--- config.mk ---
export PLATFORM = sky130hd
export DESIGN_NAME = spy_path_sampler
export DESIGN_NICKNAME = d
export VERILOG_FILES = /design/src/rtl/spy_path_sampler.sv
export SDC_FILE = /design/constraint.sdc
export NUM_CORES = 1
export LEC_CHECK = 0
export BUFFER_PORTS_ARGS = -buffer_cell sky130_fd_sc_hd__buf_2
export CELL_PAD_IN_SITES_DETAIL_PLACEMENT = 1
export CELL_PAD_IN_SITES_GLOBAL_PLACEMENT = 1
export CORE_AREA = 2 2 98 100
export DETAILED_ROUTE_END_ITERATION = 12
export DIE_AREA = 0 0 100 102
export PLACE_DENSITY = 0.86
export SLEW_MARGIN = 20
export SYNTH_ARGS = -nofsm -noshare
export SYNTH_HDL_FRONTEND = slang
export SYNTH_SLANG_ARGS = --single-unit
--- constraint.sdc ---
create_clock -name clk -period 2.3 [get_ports clk]
set_clock_uncertainty 0.1 [all_clocks]
set_input_delay 0.345 -clock clk [delete_from_list [all_inputs] [get_ports clk]]
set_output_delay 0.345 -clock clk [all_outputs]
set_load 0.01 [all_outputs]
--- src/rtl/spy_path_sampler.sv ---
// Path-delay sampler: toggles a delay-chain input, then counts clk cycles until the
// synchronized chain output shows the new level, accumulating results over a run of trials.
module spy_path_sampler #(
    parameter int SYNC_STAGES = 2,
    parameter int TIMEOUT     = 200,
    parameter int SETTLE_CYC  = 4,
    parameter bit INVERTING   = 1'b0
) (
    input  logic        clk,
    input  logic        rst,
    input  logic        start,
    input  logic [7:0]  trials,
    input  logic        path_result,
    output logic        path_input,
    output logic        busy,
    output logic        done,
    output logic [7:0]  last_delay,
    output logic [15:0] delay_sum,
    output logic [7:0]  fail_count
);

    typedef enum logic [2:0] {IDLE, LAUNCH, WAIT, SETTLE, DONE} state_t;

    localparam logic [7:0] TIMEOUT_C     = 8'(TIMEOUT);
    localparam logic [7:0] SETTLE_LAST_C = 8'(SETTLE_CYC - 1);

    state_t                 state_q, state_d;
    logic [SYNC_STAGES-1:0] sync_q, sync_d;
    logic                   path_input_q, path_input_d;
    logic                   expected_q, expected_d;
    logic [7:0]             trials_q, trials_d;
    logic [7:0]             trial_cnt_q, trial_cnt_d;
    logic [7:0]             cnt_q, cnt_d;
    logic [7:0]             last_delay_q, last_delay_d;
    logic [15:0]            delay_sum_q, delay_sum_d;
    logic [7:0]             fail_count_q, fail_count_d;

    logic                   res_s;
    logic [16:0]            sum_ext;

    // path_result is asynchronous; only the last synchronizer stage is ever observed.
    assign sync_d  = {sync_q[SYNC_STAGES-2:0], path_result};
    assign res_s   = sync_q[SYNC_STAGES-1];
    assign sum_ext = {1'b0, delay_sum_q} + {9'b0, cnt_q};

    // NOTE: every signal written here gets a default first, so no path can infer a latch.
    always_comb begin
        state_d      = state_q;
        path_input_d = path_input_q;
        expected_d   = expected_q;
        trials_d     = trials_q;
        trial_cnt_d  = trial_cnt_q;
        cnt_d        = cnt_q;
        last_delay_d = last_delay_q;
        delay_sum_d  = delay_sum_q;
        fail_count_d = fail_count_q;

        case (state_q)
            IDLE: begin
                if (start) begin
                    trials_d     = trials;
                    trial_cnt_d  = 8'd0;
                    cnt_d        = 8'd0;
                    last_delay_d = 8'd0;
                    delay_sum_d  = 16'd0;
                    fail_count_d = 8'd0;
                    state_d      = (trials != 8'd0) ? LAUNCH : DONE;
                end
            end
            LAUNCH: begin
                path_input_d = ~path_input_q;
                expected_d   = ~path_input_q ^ INVERTING;
                cnt_d        = 8'd0;
                state_d      = WAIT;
            end
            WAIT: begin
                // A match wins over a timeout landing in the same cycle.
                if (res_s == expected_q) begin
                    last_delay_d = cnt_q;
                    delay_sum_d  = sum_ext[16] ? 16'hFFFF : sum_ext[15:0];
                    cnt_d        = 8'd0;
                    state_d      = SETTLE;
                end else if (cnt_q == TIMEOUT_C) begin
                    last_delay_d = TIMEOUT_C;
                    fail_count_d = (fail_count_q == 8'hFF) ? 8'hFF : fail_count_q + 8'd1;
                    cnt_d        = 8'd0;
                    state_d      = SETTLE;
                end else begin
                    cnt_d = cnt_q + 8'd1;
                end
            end
            SETTLE: begin
                if (cnt_q == SETTLE_LAST_C) begin
                    trial_cnt_d = trial_cnt_q + 8'd1;
                    cnt_d       = 8'd0;
                    state_d     = (trial_cnt_d == trials_q) ? DONE : LAUNCH;
                end else begin
                    cnt_d = cnt_q + 8'd1;
                end
            end
            DONE:    state_d = IDLE;
            default: state_d = IDLE;
        endcase
    end

    // NOTE: state is updated only with non-blocking assignments so all flops sample together.
    always_ff @(posedge clk) begin
        if (rst) begin
            state_q      <= IDLE;
            sync_q       <= '0;
            path_input_q <= 1'b0;
            expected_q   <= 1'b0;
            trials_q     <= 8'd0;
            trial_cnt_q  <= 8'd0;
            cnt_q        <= 8'd0;
            last_delay_q <= 8'd0;
            delay_sum_q  <= 16'd0;
            fail_count_q <= 8'd0;
        end else begin
            state_q      <= state_d;
            sync_q       <= sync_d;
            path_input_q <= path_input_d;
            expected_q   <= expected_d;
            trials_q     <= trials_d;
            trial_cnt_q  <= trial_cnt_d;
            cnt_q        <= cnt_d;
            last_delay_q <= last_delay_d;
            delay_sum_q  <= delay_sum_d;
            fail_count_q <= fail_count_d;
        end
    end

    assign path_input = path_input_q;
    assign busy       = (state_q != IDLE);
    assign done       = (state_q == DONE);
    assign last_delay = last_delay_q;
    assign delay_sum  = delay_sum_q;
    assign fail_count = fail_count_q;

endmodule

== Word-level counts from Yosys, hierarchy flattened ==
Index checks and enable logic that the tools add are counted.
Widths: inputs -> output; s select.
Word-level totals
  register bits after elaboration: 62
  input bits: 12
  output and inout port bits: 35
  logic and storage cells: 67
Operators by class
  add/subtract/negate cells: 4
  equal/unequal tests: 15
  multiplexer cells: 25
  bitwise logic cells: 1
  reductions and logical operators: 13
Operators by type and width (number)
  $mux 8: 10
  $mux 16: 3
  $pmux 8 s2: 3
  $pmux 16 s2: 1
  $pmux 8 s4: 1
  $add 8x1->8 const B: 3
  $mux 3: 6
  $add 16x8->17: 1
  $eq 8x8->1 const B: 2
  $pmux 3 s4: 1
  $reduce_and 3->1: 4
  $ne 2x2->1 const B: 5
  $eq 8x2->1 const B: 1
  $eq 8x8->1: 1
  $reduce_bool 8->1: 1
  $eq 3x2->1 const B: 2
  $reduce_and 2->1: 2
  $reduce_and 4->1: 1
  $reduce_bool 2->1: 2
  $reduce_bool 4->1: 1
  $eq 3x1->1 const B: 1
  $eq 3x3->1 const B: 1
  $logic_not 3->1: 1
  $ne 3x3->1 const B: 1
  3 further kinds: 3

== Longest topological paths before layout ==
Gate-level depths: netlist of run 1.
  depth after elaboration: 5
  depth in mapped cells: 9
  depth with buffers taken out: 8

== Least setup slack after synthesis of run 1 ==
No wires, ideal clock.
  kind: register -> register
  start: register delay_sum_q[0], in the netlist delay_sum[0]
  end: register delay_sum_q[7], in the netlist delay_sum[7]
  setup time: 0.122 ns
  data arrival time: 2.072 ns
  data required time: 2.078 ns
  slack: 0.006 ns
  stages on the path, launching flop included: 9
  buffers on the path: 1
  clock period less this slack: 2.294 ns
  cell sequence: dfxtp_1 > ha_1 > fa_1 > a211oi_1 > or3_1 > a21oi_2 > and3_1 > buf_2 > a221o_1
On the way
  cells in the longest elaborated chain, start to end: 4
RTL lines
  from (decl): line 35  | logic [15:0] delay_sum_q, delay_sum_d;
  from (signal assigned): line 128  | delay_sum_q <= delay_sum_d;
  $add 16x8->17: line 44  | assign sum_ext = {1'b0, delay_sum_q} + {9'b0, cnt_q};
  $mux 16: line 80  | delay_sum_d = sum_ext[16] ? 16'hFFFF : sum_ext[15:0];
  $mux 16: line 78  | if (res_s == expected_q) begin
  $pmux 16 s2: line 58  | case (state_q)
Every way passes these cells. The select of a mux whose other input is x is not followed.
A chain may end at the register's enable or synchronous reset.

== Worst setup path after layout of run 1 ==
  start: register cnt_q[6]
  end: register delay_sum_q[11], in the netlist delay_sum[11]
On the way
  cells in the longest elaborated chain, start to end: 4
RTL lines
  from (decl): line 33  | logic [7:0] cnt_q, cnt_d;
  from (signal assigned): line 126  | cnt_q <= cnt_d;
  $add 16x8->17: line 44
  $mux 16: line 80
  $mux 16: line 78
  $pmux 16 s2: line 58
Every way passes these cells. The select of a mux whose other input is x is not followed.

==> metrics.csv, run 1 <==
stage,metric,value,unit
power_and_ir_drop,p_per_area,764,nW/um^2
layout,antenna_cells,0,
layout,drive_gt1_share,24.5,%
floorplan,num_rows,35,
layout,final_nets,514,
global_route,grt.total_usage,21.5,%
floorplan,start_util,38.6,%
layout,area_growth,21.3,%
place,numPortBuffers,46,
route,wl_per_cell,17.9,um
layout,stdcell_count,605,
route,initialDrtViolationCount,113,
place,dp_hpwl,7580,um
route,viasPerCell,5.78,
route,wl,10800,um
setup_path,cp.arrival,2430,ps
setup_path,r2r-start,cnt_q[6],
synth,async_flop_share,0,%
synth,netlist_area,3520,sq um
synth,synthTopCellsByArea,"dfxtp_1 (35%), a21oi_1 (5.8%), nand2_1 (5.1%)",
timing,fin_tns_setup,0,ps
route,drt_first_pass_iters,4,
power_and_ir_drop,p_leak,1.71,nW
route,post-route-drc-count,0,
setup_path,cp_top_family,compound AO/OA/AOI/OAI gates,
global_route,grt_overflow,0,
global_route,antenna_found_initial,0,
timing,hold_viol,0,
setup_path,cp_slowest_cell,dfxtp_1,
setup_path,crit_path_frequent_cell,a21o_1,
setup_path,required,2480,ps
setup_path,endpoint_kind,flop,
worst_hold_path,hold_path_depth,2,
setup_path,cp_num_buf_inv,1,
clock_network,cts_num_sinks,62,
clock_network,numCtsBuffers,9,
clock_network,insertion_delay,350,ps
clock_network,cts.htree.levels,3,
synth,synth_warnings,0,
setup_path,timing.rr.end,delay_sum[11],
clock_network,hold_buffers,0,
worst_hold_path,holdPathEnd,sync_q[0],
synth,synth_flop_cell,dfxtp_1,
setup_path,r2r_slack,50,ps
layout,n_fill_cell,1118,
worst_hold_path,hold_class,in2reg,
run,max_cap_violations,0,
place,dp.cells,588,
timing,max_freq,0.444,GHz
synth,ys_ff_latch,62,
global_route,grt_pass1_wl,17400,um
setup_path,critPathMaxStageDelay,410,ps
floorplan,die_h,102,um
layout,fin_area,4270,sq um
timing,fin_crit,2250,ps
global_route,grt_max_degree,45,
synth,synth_top_cell_by_area,dfxtp_1,
place,gp_congestion,0.852,
setup_path,critical_path.cell_chain,ha_1 -> buf_4 -> a21o_1 -> a21o_1 -> o2111ai_1 -> mux2_2 -> o21ai_0,
status,status,finished clean,
clock_network,root_buffer,clkbuf_8,
synth,synth_area_per_cell,8.27,sq um
floorplan,dieArea,10200,sq um
synth,synth_cell_types,60,
place,place_area,3970,sq um
setup_path,worstSetupPathType,reg2reg,
layout,layout_common_cells,"dfxtp_1 (59), nand2_1 (48), buf_2 (46)",
worst_hold_path,hold_start,path_result,
timing,timing.final.crit_share,97.9,%
synth,synth_edf_count,0,
power_and_ir_drop,peakVddDrop,0.270,mV
timing,slew_violations,0,
clock_network,cts_max_path_buffers,2,
route,vias,3498,
floorplan,io_pins,47,
floorplan,fp.dieW,100,um
setup_path,startpoint_type,flop,
synth,synth-seq-area-share,35.3,%
synth,synth_nets,450,
floorplan,core_area,9110,sq um
timing,tightestPinTransition,917,ps
power_and_ir_drop,p_total,3.26,mW
clock_network,clk_pin_slew,80,ps
layout,seqCellArea,1250,sq um
layout,final_common_cell,dfxtp_1,
setup_path,rr_worst_depth,7,
clock_network,cts_tree,done,
layout,multi_input_area,2220,sq um
setup_path,crit_start,cnt_q[6],
synth,syn_inst,425,
setup_path,worstPathMaxFanout,5,
synth,synth_top_area_share,35.3,%
timing,setup_viol,0,
timing,slew_headroom,38.4,%
timing,holdWs,104,ps
route,drt.antenna.violating_nets,0,
global_route,grt_pass1_vias,3529,
-- timing repair --
action	4_1_cts	5_1_grt
pin swaps	1	5
resized for setup	5	17
endpoints found under the setup margin	11	24
hold endpoints to repair	0	0
setup buffers	0	1
-- report_power, final --
part / switching [mW] / internal (mW) / total [mW] / leakage (nW)
Sequential: 0.105 / 1.15 / 1.25 / 0.504
Combinational: 0.630 / 0.373 / 1.00 / 1.10
Clock: 0.451 / 0.555 / 1.01 / 0.106
-- cell families after synthesis --
logic type / Yosys count / synth area share, %
AOI/OAI and AO/OA: 137 / 25.5
xor gates and xnor gates: 18 / 4.70
adders and majority gates: 13 / 4.84
buffers and inverters: 26 / 3.88
DFF: 62 / 35.3
muxes: 6 / 1.74
and+or+nand+nor: 163 / 24.1
-- metrics by stage --
step,utilization (%),setup slack [ps]
after floorplan,-,5.74
after global placement,43.6,18.2
after detailed placement,43.6,-55.4
after CTS,45.9,29.0
after global routing,46.8,-46.3
final,46.8,49.2
-- routing by layer --
metal / up-vias / share of wire, % / routed length (um) / global-route usage (%)
li1: 1696 / - / - / -
met1: 1714 / 43 / 4710 / 27.2
met2: 64 / 51 / 5560 / 37.2
met3: 24 / 3.2 / 343 / 3.08
met4: 0 / 2.1 / 225 / 8.43
met5: - / 0 / 0 / 0
-- sequential cells by signal, indices dropped and copies added, names as in the netlist, 2 cells and up --
signal,flops
trials_q,8
cnt_q,8
delay_sum,16
state_q,3
fail_count,8
last_delay,8
trial_cnt_q,8
sync_q,2
-- Yosys cell counts, drive strengths merged, types with 5 or more instances --
cell and count:
dfxtp 62, nand2 48, a21oi 44, nor2 35
o21ai 25, nand3 16, xnor2 13, ha 12
buf 11, a211oi 10, clkbuf 10, nand2b 9
nor3 9, a311oi 8, a31oi 8, and3 8
a22oi 7, nor2b 7, or3 7, a21o 6
a41oi 5, and2 5, inv 5, mux2i 5
o211ai 5, or4 5, xor2 5
-- area by class of cell --
class | instances | area share, %
Tap cell | 111 | 3.26
Inverter | 5 | 0.440
Timing Repair Buffer | 74 | 10.3
Multi-Input combinational cell | 337 | 52.0
Sequential cell | 62 | 29.3
Clock inverter | 4 | 1.06
Clock buffer | 12 | 3.64
-- how the worst max path moves through the flow --
| stage | end | slack [ps] | cells past startpoint |
|---|---|---|---|
| 6_report | delay_sum[11] | 50 | 7 |
| 5_1_grt | delay_sum[6] | -50 | 8 |
| 4_1_cts | delay_sum[7] | 30 | 7 |
| 3_5_place_dp | delay_sum[7] | -60 | 7 |
| 3_3_place_gp | delay_sum[7] | 20 | 7 |
| 2_1_floorplan | delay_sum[7] | 6 | 8 |
Power figures use the tool's default switching activity.
==> inputs of run 2 (changes only) <==
--- a/config.mk
+++ b/config.mk
@@ -8,10 +8,10 @@
 export BUFFER_PORTS_ARGS = -buffer_cell sky130_fd_sc_hd__buf_2
 export CELL_PAD_IN_SITES_DETAIL_PLACEMENT = 1
 export CELL_PAD_IN_SITES_GLOBAL_PLACEMENT = 1
-export CORE_AREA = 2 2 98 100
+export CORE_AREA = 2 2 94 96
 export DETAILED_ROUTE_END_ITERATION = 12
-export DIE_AREA = 0 0 100 102
-export PLACE_DENSITY = 0.86
+export DIE_AREA = 0 0 96 98
+export PLACE_DENSITY = 0.89
 export SLEW_MARGIN = 20
 export SYNTH_ARGS = -nofsm -noshare
 export SYNTH_HDL_FRONTEND = slang
==> constraint.sdc (replaced) <==
create_clock -name clk -period 2.2 [get_ports clk]
set_clock_uncertainty 0.1 [all_clocks]
set_input_delay 0.33 -clock clk [delete_from_list [all_inputs] [get_ports clk]]
set_output_delay 0.33 -clock clk [all_outputs]
set_load 0.01 [all_outputs]
==> metrics.csv, run 2 (same netlist as run 1, synthesis figures left out) <==
stage,metric,value,unit,change
global_route,grt_max_degree,30,,-33%
worst_hold_path,hold_start,path_result,,
power_and_ir_drop,switching_power,1.27,mW,+7.5%
layout,layout_common_cells,"dfxtp_1 (58), nand2_1 (48), buf_2 (46)",,
setup_path,worstSetupPathType,reg2reg,,
route,viasPerCell,5.94,,+2.8%
global_route,grt_pass1_wl,18300,um,+5.0%
layout,area_growth,24.1,%,
power_and_ir_drop,pwr-share-seq,38.9,%,+0.5 points
worst_hold_path,holdPathEnd,sync_q[0],,
route,wl,11400,um,+5.1%
power_and_ir_drop,combPwrFrac,36.7,%,+5.9 points
global_route,grt.total_usage,24.5,%,+3.0 points
clock_network,clk_pin_slew,70,ps,about the same
clock_network,cts_tree,done,,
timing,fin_ws,57.9,ps,+8.69 ps
place,numPortBuffers,46,,unchanged
power_and_ir_drop,p_leak,1.76,nW,+2.7%
timing,slew_violations,0,,unchanged
power_and_ir_drop,p_per_area,766,nW/um^2,+0.23%
floorplan,start_util,41.5,%,+2.9 points
layout,largest_register_ffs,16,,unchanged
route,drt.antenna.violating_nets,0,,unchanged
setup_path,cp.arrival,2270,ps,-160 ps
layout,final_nets,527,,+2.5%
power_and_ir_drop,switching_share,38.1,%,+1.8 points
timing,tightestPinTransition,697,ps,-220 ps
setup_path,timing.rr.end,delay_sum[13],,
floorplan,fp.dieW,96,um,-4.0%
floorplan,num_rows,34,,-2.9%
place,gp_congestion,0.854,,+0.22%
power_and_ir_drop,peakVddDrop,0.302,mV,+12%
route,initialDrtViolationCount,182,,+61%
setup_path,startpoint_type,flop,,
setup_path,worstPathMaxFanout,6,,+1
layout,final_common_cell,dfxtp_1,,
route,drt_first_pass_iters,4,,unchanged
floorplan,die_h,98,um,-3.9%
route,vias,3637,,+4.0%
clock_network,cts_max_path_buffers,2,,unchanged
clock_network,numCtsBuffers,9,,unchanged
place,dp_hpwl,7840,um,+3.5%
status,status,finished clean,,
worst_hold_path,hold_path_depth,2,,unchanged
setup_path,endpoint_kind,flop,,
worst_hold_path,hold_class,in2reg,,
timing,max_freq,0.467,GHz,+5.1%
setup_path,crit_start,delay_sum[5],,
timing,hold_viol,0,,unchanged
layout,antenna_cells,0,,unchanged
clock_network,cts_num_sinks,62,,unchanged
global_route,grt_overflow,0,,unchanged
layout,drive_gt1_share,27.4,%,+2.9 points
setup_path,rr_worst_depth,7,,unchanged
floorplan,dieArea,9410,sq um,-7.8%
layout,utilization,51.6,%,+4.7 points
power_and_ir_drop,pwr-share-clk,24.5,%,-6.4 points
setup_path,required,2330,ps,-150 ps
timing,setup_viol,0,,unchanged
timing,rsz0062_at_grt,yes,,
timing,timing.final.crit_share,97.4,%,-0.49 points
power_and_ir_drop,p_total,3.34,mW,+2.6%
layout,stdcell_count,612,,+1.2%
clock_network,cts.htree.levels,3,,unchanged
global_route,grt_pass1_vias,3748,,+6.2%
run,max_cap_violations,0,,unchanged
place,dp.cells,596,,+1.4%
route,wl_per_cell,18.6,um,+3.9%
floorplan,core_area,8470,sq um,-7.1%
route,post-route-drc-count,0,,unchanged
floorplan,io_pins,47,,unchanged
timing,fin_crit,2140,ps,-109 ps
place,dp_slack,-71.1,ps,-15.7 ps
setup_path,r2r-start,delay_sum[5],,
timing,slew_headroom,53.4,%,+15 points
clock_network,insertion_delay,340,ps,about the same
power_and_ir_drop,p_int,2.07,mW,-0.29%
clock_network,root_buffer,clkbuf_8,,
setup_path,r2r_slack,60,ps,about the same
global_route,antenna_found_initial,0,,unchanged
[run 2: changes by cell type in the layout (fill, tap and decap cells not counted), sizes merged]
cell	before	now
clkbuf	12	10
bufinv	1	0
buf	74	87
[run 2: final cells by class]
| class | count | area (sq um) |
|---|---|---|
| tap | 108 | 135 |
| clock buffer | 10 | 128 |
| multi-input combinational | 337 | 2270 |
| fill | 1041 | 4100 |
| sequential | 62 | 1250 |
| inverter | 5 | 18.8 |
| timing repair buffer | 87 | 551 |
| clock inverter | 3 | 15.0 |
[run 2: metal layers]
metal	vias up	wire (um)	part of all wire [%]	global-route usage (%)
met3	35	498	4.4	5.09
met5	-	0	0	0
met2	98	5780	51	40.9
li1	1716	-	-	-
met1	1788	4780	42	30.4
met4	0	335	2.9	9.56
[run 2: repair_timing]
action	in CTS	in global routing
gates resized for setup	7	21
buffers inserted	0	3
pin swaps	0	3
setup endpoints to repair	12	34
hold buffers	0	0
[run 2: worst max-delay path by stage]
| stage | depth (start not counted) | endpoint |
|---|---|---|
| finish | 7 | delay_sum[13] |
| detailed placement | 8 | delay_sum[11] |
| global placement | 7 | delay_sum[7] |
| CTS | 7 | delay_sum[13] |
| floorplan | 8 | delay_sum[7] |
| global route | 9 | delay_sum[10] |
[run 2: per-stage QoR]
step,hold WS [ps],setup TNS [ps],cell area (sq um)
4_1_cts,87.5,0,4240
3_5_place_dp,331,-296,4070
3_3_place_gp,342,0,4070
6_report,97.1,0,4360
2_1_floorplan,314,0,3520
5_1_grt,139,-409,4360
[run 2: critical path, cell delays in order, from the launching register on]
cell and delay, ps:
dfxtp_1 380, ha_2 340, a21o_1 230, a211oi_4 340, a21oi_4 100, nand3_1 170, o21ai_0 120, a22o_1 250
[run 2: power groups by stage]
stage	clock network [mW]	registers, mW	logic, mW
2_1_floorplan	0	1.29	0.761
6_report	0.818	1.30	1.22
3_5_place_dp	0	1.32	1.12
4_1_cts	0.841	1.30	1.14
5_1_grt	0.896	1.31	1.32
3_3_place_gp	0	1.31	1.07
